File: src/rtl/parser_rule_loader_if.sv
// Rule-write bus between the rule loader and the parser conf port.
// Master issues write/read strobes, slave answers reads.
interface parser_rule_loader_if;
  logic        wren;
  logic        rden;
  logic [31:0] addr;
  logic [31:0] wdata;
  logic        rdata_valid;
  logic [31:0] rdata;

  modport master (
    output wren, rden, addr, wdata,
    input  rdata_valid, rdata
  );

  modport slave (
    input  wren, rden, addr, wdata,
    output rdata_valid, rdata
  );
endinterface

File: src/rtl/parser_rule_loader.sv
// Rule table loader: host fills a command table, then the
// loader replays it on the rule bus with optional readback.
module parser_rule_loader #(
  parameter int DEPTH      = 32,
  parameter int RD_TIMEOUT = 16,
  parameter int IDX_W      = $clog2(DEPTH)
) (
  input  logic             clk,
  input  logic             rst_n,
  input  logic             i_cmd_valid,
  output logic             o_cmd_ready,
  input  logic [31:0]      i_cmd_addr,
  input  logic [31:0]      i_cmd_wdata,
  input  logic             i_cmd_verify,
  input  logic             i_clear,
  input  logic             i_start,
  output logic             o_busy,
  output logic             o_done,
  output logic             o_error,
  output logic [1:0]       o_err_code,
  output logic [IDX_W-1:0] o_err_index,
  output logic [IDX_W:0]   o_count,
  parser_rule_loader_if.master rule
);
  localparam int TW = $clog2(RD_TIMEOUT + 1);
  localparam logic [IDX_W:0] FULL =
    (IDX_W+1)'(DEPTH);
  localparam logic [TW-1:0] TLAST =
    TW'(RD_TIMEOUT - 1);

  typedef enum logic [2:0] {
    IDLE, CHECK, WRITE, READ_REQ,
    READ_WAIT, NEXT, DONE, ERR
  } state_t;

  state_t state, nxt;

  logic [31:0]      t_addr  [DEPTH];
  logic [31:0]      t_wdata [DEPTH];
  logic [DEPTH-1:0] t_ver;

  logic [IDX_W:0]   count;
  logic [IDX_W:0]   idx;
  logic [IDX_W-1:0] ptr;
  logic [TW-1:0]    tmr;
  logic             rdy_en;
  logic [1:0]       code;
  logic             idle;
  logic             push;
  logic             strobe;
  logic [31:0]      e_addr;
  logic [31:0]      e_wdata;
  logic             e_ver;

  assign idle    = (state == IDLE);
  assign ptr     = idx[IDX_W-1:0];
  assign e_addr  = t_addr[ptr];
  assign e_wdata = t_wdata[ptr];
  assign e_ver   = t_ver[ptr];

  assign o_cmd_ready = rdy_en & idle & (count != FULL);
  assign push = i_cmd_valid & o_cmd_ready & ~i_clear;
  assign o_count = count;

  // table storage, written only by accepted pushes
  always_ff @(posedge clk) begin
    if (push) begin
      t_addr[count[IDX_W-1:0]]  <= i_cmd_addr;
      t_wdata[count[IDX_W-1:0]] <= i_cmd_wdata;
      t_ver[count[IDX_W-1:0]]   <= i_cmd_verify;
    end
  end

  // replay sequencing: next state and error code
  always_comb begin
    nxt  = state;
    code = 2'd0;
    unique case (state)
      IDLE: if (i_start) nxt = CHECK;
      CHECK: begin
        if (idx == count) begin
          nxt = DONE;
        end else if (e_addr[10:8] > 3'd5) begin
          nxt  = ERR;
          code = 2'd3;
        end else begin
          nxt = WRITE;
        end
      end
      WRITE: nxt = e_ver ? READ_REQ : NEXT;
      READ_REQ: nxt = READ_WAIT;
      READ_WAIT: begin
        if (rule.rdata_valid) begin
          if (rule.rdata == e_wdata) begin
            nxt = NEXT;
          end else begin
            nxt  = ERR;
            code = 2'd1;
          end
        end else if (tmr == TLAST) begin
          nxt  = ERR;
          code = 2'd2;
        end
      end
      NEXT: nxt = CHECK;
      DONE: nxt = IDLE;
      ERR: nxt = IDLE;
      default: nxt = IDLE;
    endcase
  end

  // state, counters and sticky error registers
  always_ff @(posedge clk or negedge rst_n) begin
    if (!rst_n) begin
      state       <= IDLE;
      count       <= '0;
      idx         <= '0;
      tmr         <= '0;
      rdy_en      <= 1'b0;
      o_error     <= 1'b0;
      o_err_code  <= 2'd0;
      o_err_index <= '0;
    end else begin
      state  <= nxt;
      rdy_en <= 1'b1;
      if (idle && i_clear) count <= '0;
      else if (push) count <= count + 1'b1;
      if (idle && i_start) idx <= '0;
      else if (state == NEXT) idx <= idx + 1'b1;
      if (state == READ_REQ) tmr <= '0;
      else if (state == READ_WAIT) tmr <= tmr + 1'b1;
      if (idle && i_start) begin
        o_error     <= 1'b0;
        o_err_code  <= 2'd0;
        o_err_index <= '0;
      end else if (nxt == ERR) begin
        o_error     <= 1'b1;
        o_err_code  <= code;
        o_err_index <= ptr;
      end
    end
  end

  // bus outputs decoded from state, zero when idle
  always_comb begin
    rule.wren  = (state == WRITE);
    rule.rden  = (state == READ_REQ);
    strobe     = rule.wren | rule.rden;
    rule.addr  = strobe ? e_addr : 32'd0;
    rule.wdata = strobe ? e_wdata : 32'd0;
    o_busy = (state == CHECK) || (state == WRITE) ||
             (state == READ_REQ) ||
             (state == READ_WAIT) || (state == NEXT);
    o_done = (state == DONE);
  end
endmodule
File: src/flat_wrapper.sv
// flat-port wrapper written by rule: the top's interface ports become plain ports
module parser_rule_loader_flat 
#(
  parameter int DEPTH      = 32,
  parameter int RD_TIMEOUT = 16,
  parameter int IDX_W      = $clog2(DEPTH)
)
  (clk, rst_n, i_cmd_valid, o_cmd_ready, i_cmd_addr, i_cmd_wdata, i_cmd_verify, i_clear, i_start, o_busy, o_done, o_error, o_err_code, o_err_index, o_count, rule_wren, rule_rden, rule_addr, rule_wdata, rule_rdata_valid, rule_rdata);
  parser_rule_loader_if rule_i ();
  input  logic clk;
  input  logic rst_n;
  input  logic i_cmd_valid;
  output logic o_cmd_ready;
  input  logic [31:0] i_cmd_addr;
  input  logic [31:0] i_cmd_wdata;
  input  logic i_cmd_verify;
  input  logic i_clear;
  input  logic i_start;
  output logic o_busy;
  output logic o_done;
  output logic o_error;
  output logic [1:0] o_err_code;
  output logic [IDX_W-1:0] o_err_index;
  output logic [IDX_W:0] o_count;
  output wire logic [$bits(rule_i.wren)-1:0] rule_wren;
  output wire logic [$bits(rule_i.rden)-1:0] rule_rden;
  output wire logic [$bits(rule_i.addr)-1:0] rule_addr;
  output wire logic [$bits(rule_i.wdata)-1:0] rule_wdata;
  input wire logic [$bits(rule_i.rdata_valid)-1:0] rule_rdata_valid;
  input wire logic [$bits(rule_i.rdata)-1:0] rule_rdata;
  assign rule_wren = rule_i.wren;
  assign rule_rden = rule_i.rden;
  assign rule_addr = rule_i.addr;
  assign rule_wdata = rule_i.wdata;
  assign rule_i.rdata_valid = rule_rdata_valid;
  assign rule_i.rdata = rule_rdata;
  parser_rule_loader #(.DEPTH(DEPTH), .RD_TIMEOUT(RD_TIMEOUT), .IDX_W(IDX_W)) u_core (.clk(clk), .rst_n(rst_n), .i_cmd_valid(i_cmd_valid), .o_cmd_ready(o_cmd_ready), .i_cmd_addr(i_cmd_addr), .i_cmd_wdata(i_cmd_wdata), .i_cmd_verify(i_cmd_verify), .i_clear(i_clear), .i_start(i_start), .o_busy(o_busy), .o_done(o_done), .o_error(o_error), .o_err_code(o_err_code), .o_err_index(o_err_index), .o_count(o_count), .rule(rule_i));
endmodule
File: config.mk
export PLATFORM = sky130hd
export DESIGN_NAME = parser_rule_loader_flat
export DESIGN_NICKNAME = d
export VERILOG_FILES = /design/src/rtl/parser_rule_loader_if.sv /design/src/rtl/parser_rule_loader.sv /design/src/flat_wrapper.sv
export SDC_FILE = /design/constraint.sdc
export NUM_CORES = 2
export LEC_CHECK = 0
export CAP_MARGIN = 15
export CORE_ASPECT_RATIO = 1.5
export CORE_MARGIN = 2
export CORE_UTILIZATION = 30
export CTS_CLUSTER_DIAMETER = 120
export CTS_CLUSTER_SIZE = 16
export DETAILED_ROUTE_END_ITERATION = 6
export PLACE_DENSITY = 0.41
export SLEW_MARGIN = 20
export SYNTH_ARGS = -nofsm -noshare
export SYNTH_HDL_FRONTEND = slang
export SYNTH_SLANG_ARGS = --single-unit
File: constraint.sdc
create_clock -name clk -period 17.1 [get_ports clk]
set_clock_uncertainty 0.05 [all_clocks]
set_input_delay 5.13 -clock clk [delete_from_list [all_inputs] [get_ports clk]]
set_output_delay 5.13 -clock clk [all_outputs]
set_load 0.05 [all_outputs]
* Word-level counts from Yosys, hierarchy flattened
Memory sizes are Yosys's and may differ from the RTL's.
Index checks and enable logic that the tools add are counted.
** Word-level totals
- Flip-flop bits (word level) :: 61
- Memory bits (writable) :: 2048
- Bits of input ports :: 103
- Output and inout port bits :: 83
- Word-level logic and storage cells :: 84
- Memories kept :: 2
** Cells by class
- $add $sub $neg :: 3
- Order comparisons :: 4
- Equality and inequality tests :: 12
- Muxes and demuxes :: 35
- Bitwise logic cells :: 6
- Reduce and logical (&&, ||, !) cells :: 13
** Memories
- u_core.t_addr :: depth 32, bits a word 32, rd ports 1, clocked after memory_dff 0, write ports 1, RTL line parser_rule_loader.sv:38 : logic [31:0] t_addr [DEPTH];
- u_core.t_wdata :: depth 32, bits a word 32, rd ports 1, clocked after memory_dff 0, write ports 1, RTL line parser_rule_loader.sv:39 : logic [31:0] t_wdata [DEPTH];
** Operators with widths (number)
- 2-to-1 mux 32 bit :: 2
- bitwise mux 32 bit :: 1
- == test 32 bit :: 1
- 2-to-1 mux 6 bit :: 4
- case mux 3 bit (7 select lines) :: 1
- 2-to-1 mux 5 bit :: 4
- 2-to-1 mux 3 bit :: 6
- == test 3 bit, second input constant :: 5
- 2-to-1 mux 2 bit :: 7
- adder 6 x 1 -> 6 bit, second input constant :: 2
- less-than comparator 5 x 6 -> 1 bit, second input constant :: 2
- nonzero test 2 bit :: 4
- 2-to-1 mux 1 bit :: 7
- == test 3 x 2 -> 1 bit, second input constant :: 2
- == test 6 bit :: 1
- inequality test 6 bit, second input constant :: 1
- adder 5 x 1 -> 5 bit, second input constant :: 1
- binary-select mux 1 bit (select 5 bit) :: 1
- demux 1 bit (select 5 bit) :: 1
- == test 5 x 4 -> 1 bit, second input constant :: 1
- >= comparator 5 x 1 -> 1 bit, second input constant :: 1
- AND 1 bit :: 4
- logical OR 1 bit :: 4
- case mux 2 bit (2 select lines) :: 1
- 7 further kinds :: 9

* Logic depth before layout (Yosys ltp)
An unclocked memory read counts as a cell.
- Word-level depth :: 8
- Mapped depth :: 17
- Depth with buffers taken out :: 9

* Worst setup path after synthesis
OpenSTA, ideal clock, no wires.
- Kind :: in2reg
- From :: input i_clear
- To :: memory u_core.t_addr[15][0], enable pin
- Library setup time :: 489 ps
- Arrival time :: 8870 ps
- Required time :: 16561 ps
- Setup slack :: 7691 ps
- Stages :: 3
- Buffers on the path :: 0
- Cell sequence :: nor3b_1 nand2_1 nor2_1
** On the way
- Longest elaborated chain between the ends :: 4
** RTL lines
- from (decl) :: RTL line flat_wrapper.sv:17 : input logic i_clear;
- inverter 1 bit :: RTL line parser_rule_loader.sv:62 : assign push = i_cmd_valid & o_cmd_ready & ~i_clear;
- AND 1 bit :: RTL line parser_rule_loader.sv:62
- 2-to-1 mux 1 bit :: RTL line parser_rule_loader.sv:67 : if (push) begin
- 2-to-1 mux 1 bit (implied by the code) :: RTL line parser_rule_loader.sv:68 : t_addr[count[IDX_W-1:0]] <= i_cmd_addr;
- to (decl) :: RTL line parser_rule_loader.sv:38
No other way between the ends.

* Worst setup path after layout
- From :: register u_core.idx[0]
- To :: output rule_wdata[14]
** On the way
- Longest elaborated chain between the ends :: 2
** RTL lines
- from (decl) :: RTL line parser_rule_loader.sv:43 : logic [IDX_W:0] idx;
- from (signal assigned) :: RTL line parser_rule_loader.sv:129 : else if (state == NEXT) idx <= idx + 1'b1;
- memory (32 x 32 bit)
- 2-to-1 mux 32 bit :: RTL line parser_rule_loader.sv:150 : rule.wdata = strobe ? e_wdata : 32'd0;
- to (decl) :: RTL line flat_wrapper.sv:28 : output wire logic [$bits(rule_i.wdata)-1:0] rule_wdata;
No other way between the ends.

==> out/metrics.yaml <==
status: "complete, no violations"
place.port_buffers: 185
post_drt_wl_per_cell_microns: 34.89
antenna_found_initial: 32
hold_violations: 0
final.setup.tns_ps: 0
number_of_synthesized_flops_with_an_enable_pin: 2080
power_leakage_nw: 27.66
number_of_design_rule_violations_left_after_detail_routing: 0
cts_buffers: 157
powerDensity_nw_per_um2: 136.5
clkSinkCount: 2109
htree_levels: 4
grt_pass1_vias: 41312
syn_area_sq_um: 81990
setup-violations-final: 0
synth_simple_gate_area_frac: 0.02307
dieArea_sq_um: 277600
placed_area_sq_um: 88440
synth_xor_xnor_area_share: 0.002457
cts-hold-fix-buffers: 0
die_h_microns: 644.3
cp-end-kind: "output pin"
r2r_start: "u_core.idx[0]"
synth_compound_gate_area_share: 0.02411
synth.net_count: 3787
total_power_mw: 12.62
hold_class: "flop to flop"
area.sequential_sq_um: 63200
min_path_cells: 1
floorplan.initialDensity: 0.3008
hpwl_microns: 138100
grt_first_pass_wirelength_microns: 358800
top_ff_cell_synth: "sky130_fd_sc_hd__edfxtp_1"
post_cts_buffers: 0
post_synth_inst_count: 3677
floorplan.die.width_microns: 430.9
rsz0062_at_grt: "no"
ioPinCount: 186
flow.area_growth_from_synthesis_pct: 12.74
worst-setup-path-type: "flop to output pin"
finalWeightedCongestion: 0.7171
achievable-frequency_mhz: 89.36
crit_required_ps: 11920
tightest_slew_margin_relative_to_the_limit: 0.2317
vias: 39053
synthDominantAreaCellType: "sky130_fd_sc_hd__edfxtp_1"
clk-insertion-delay-late_ps: 820
postSynthRegisterBits: 2109
ys_types: 89
timing.max_cap.violations: 0
tritoncts_clock_tree: "done"
final.fill_count: 25325
clk_path_buf_depth: 4
track_usage: 0.1868
num-nets-final: 4045
startpoint_type: "flop"
placementRows: 235
dominant_combinational_cell_family_by_area_after_synthesis: "multiplexers"
postRouteAntennaNets: 0
largest_net_degree_at_the_start_of_global_routing: 117
cts.repair.resized: 0
synth-warning-count: 0
syn-mean-instance-area_sq_um: 22.30
synthMuxAreaShare: 0.1638
synth-adder-area-share: 0.001068
transition_time_at_the_pin_with_the_least_slew_margin_ps: 1149
stdcell_area_sq_um: 92430
postRouteWirelength_microns: 262600
reg2reg_slack_ps: 10800
first_iter_violations: 3475
synth_top_cell_area_share: 0.7618
core_outline_area_sq_um: 272600
final_max_slew_viol_count: 0
hold_path.startpoint: "u_core.o_err_code[1]"
worst_hold_slack_ps: 454.9
worstSetupStartpoint: "u_core.idx[0]"
post_route_cells_drive_above_1_share: 0.2385
layout_worst_path_cycle_share: 0.6544
drt_pre_antenna_iters: 7
clock_tree.root_cell: "sky130_fd_sc_hd__clkbuf_16"
path_clk_slew_ps: 80
worstRegToRegCells: 12
synth_seq_area_share: 0.7706
fraction_of_registers_with_async_set_reset: 0.01375
timing.critical_path.fanout_max: 46
avgViaCountPerCell: 5.190
aggregate_global_routing_overflow: 0
critPathArrivalTime_ps: 6010
multiInputGateArea_sq_um: 17890
synthTopCellsByArea: "sky130_fd_sc_hd__edfxtp_1 76%, sky130_fd_sc_hd__mux4_2 14%, sky130_fd_sc_hd__mux2i_1 1.5%"
final_period_minus_worst_setup_slack_ps: 11190
irDropWorstVdd_mv: 0.09555
## worst paths after layout
| kind | end |
|---|---|
| setup / recovery | rule_wdata[14] |
| hold / removal | u_core.o_err_code[1] |
| setup reg to reg | u_core.o_err_index[2] |
| hold reg to reg | u_core.o_err_code[1] |
| max in group asynchronous | u_core.idx[0] |
| min in group asynchronous | u_core.o_count[3] |
## placed cells by master, fill, tap and decap left out, drive strengths merged, types with 14 or more instances in the layout
master | Yosys | final
inv | 17 | 19
a21oi | 62 | 62
nand4 | 19 | 19
mux4 | 523 | 523
nor3 | 34 | 34
and2 | 17 | 17
nand2 | 112 | 112
mux2i | 122 | 122
a211oi | 18 | 18
clkbuf | 70 | 188
o21ai | 34 | 34
a22oi | 18 | 18
xnor2 | 15 | 15
dfrtp | 29 | 29
edfxtp | 2080 | 2080
o221ai | 22 | 22
clkdlybuf4s50 | 0 | 145
nand3 | 22 | 22
o22ai | 25 | 25
nor2 | 72 | 72
nor2b | 16 | 16
mux2 | 38 | 38
buf | 126 | 150
nand3b | 14 | 14
a22o | 19 | 19
## synthesized netlist by cell type (21+ instances only)
library cell,number
sky130_fd_sc_hd__a21oi_1,62
sky130_fd_sc_hd__buf_2,58
sky130_fd_sc_hd__buf_4,21
sky130_fd_sc_hd__buf_6,23
sky130_fd_sc_hd__clkbuf_1,70
sky130_fd_sc_hd__dfrtp_1,29
sky130_fd_sc_hd__edfxtp_1,2080
sky130_fd_sc_hd__mux2_2,34
sky130_fd_sc_hd__mux2i_1,122
sky130_fd_sc_hd__mux4_2,523
sky130_fd_sc_hd__nand2_1,111
sky130_fd_sc_hd__nand3_1,22
sky130_fd_sc_hd__nor2_1,72
sky130_fd_sc_hd__nor3_1,33
sky130_fd_sc_hd__o21ai_0,28
sky130_fd_sc_hd__o221ai_1,21
sky130_fd_sc_hd__o22ai_1,25
## per-stage QoR
step	std cells	util	worst slack (ps)
after CTS	7521	0.3397	5696
after global routing	7524	0.3391	5454
final	7525	0.3391	5909
after floorplan	3677	-	7691
after global placement	7330	0.3245	6587
after detailed placement	7330	0.3245	6597
## metal layers
layer | track usage | wire length, microns | part of all wire | vias up
met5 | 0 | 144 | 0.00055 | -
met4 | 0.04565 | 6465 | 0.025 | 22
met3 | 0.02478 | 10090 | 0.038 | 302
met2 | 0.3348 | 137400 | 0.52 | 827
met1 | 0.2378 | 108500 | 0.41 | 21937
li1 | - | - | - | 15965
## layout make-up
cell class | instances | share of cell area
inverter | 17 | 0.0007986
sequential | 2109 | 0.6838
tap | 3555 | 0.04812
antenna | 3 | 0.00008122
clock buffer | 188 | 0.04468
multi-input combinational | 1355 | 0.1935
clock inverter | 3 | 0.0002437
timing repair buffer | 295 | 0.02878
## logic make-up after synthesis
logic type      Yosys count
xor+xnor                 23
simple gates            371
mux                     683
flops                  2109
fa+ha+maj                 7
compound gates          270
buf+inv                 213
other cells               1
## worst max-delay path, stage by stage, from the launching register on
cell and delay (ps):
sky130_fd_sc_hd__dfrtp_4 940, sky130_fd_sc_hd__buf_4 820, sky130_fd_sc_hd__buf_4 890, sky130_fd_sc_hd__mux4_2 380, sky130_fd_sc_hd__o22ai_1 90, sky130_fd_sc_hd__nor4_2 330, sky130_fd_sc_hd__nor2b_1 610, sky130_fd_sc_hd__clkdlybuf4s50_1 940
## state kept, by name, summed over array words and instances, names as in the netlist
register            cells
u_core.t_addr        1024
u_core.t_wdata       1024
u_core.t_ver           32
u_core.idx              6
u_core.o_count          6
u_core.o_err_index      5
u_core.tmr              5
u_core.state            3
u_core.o_err_code       2
u_core.o_error          1
u_core.rdy_en           1
## report_power, final
part           switching (mW)  total (mW)  internal, mW
registers              0.0992        5.81          5.71
clock network            1.77        3.46          1.69
logic                    1.91        3.35          1.45
Power figures use the tool's default switching activity.
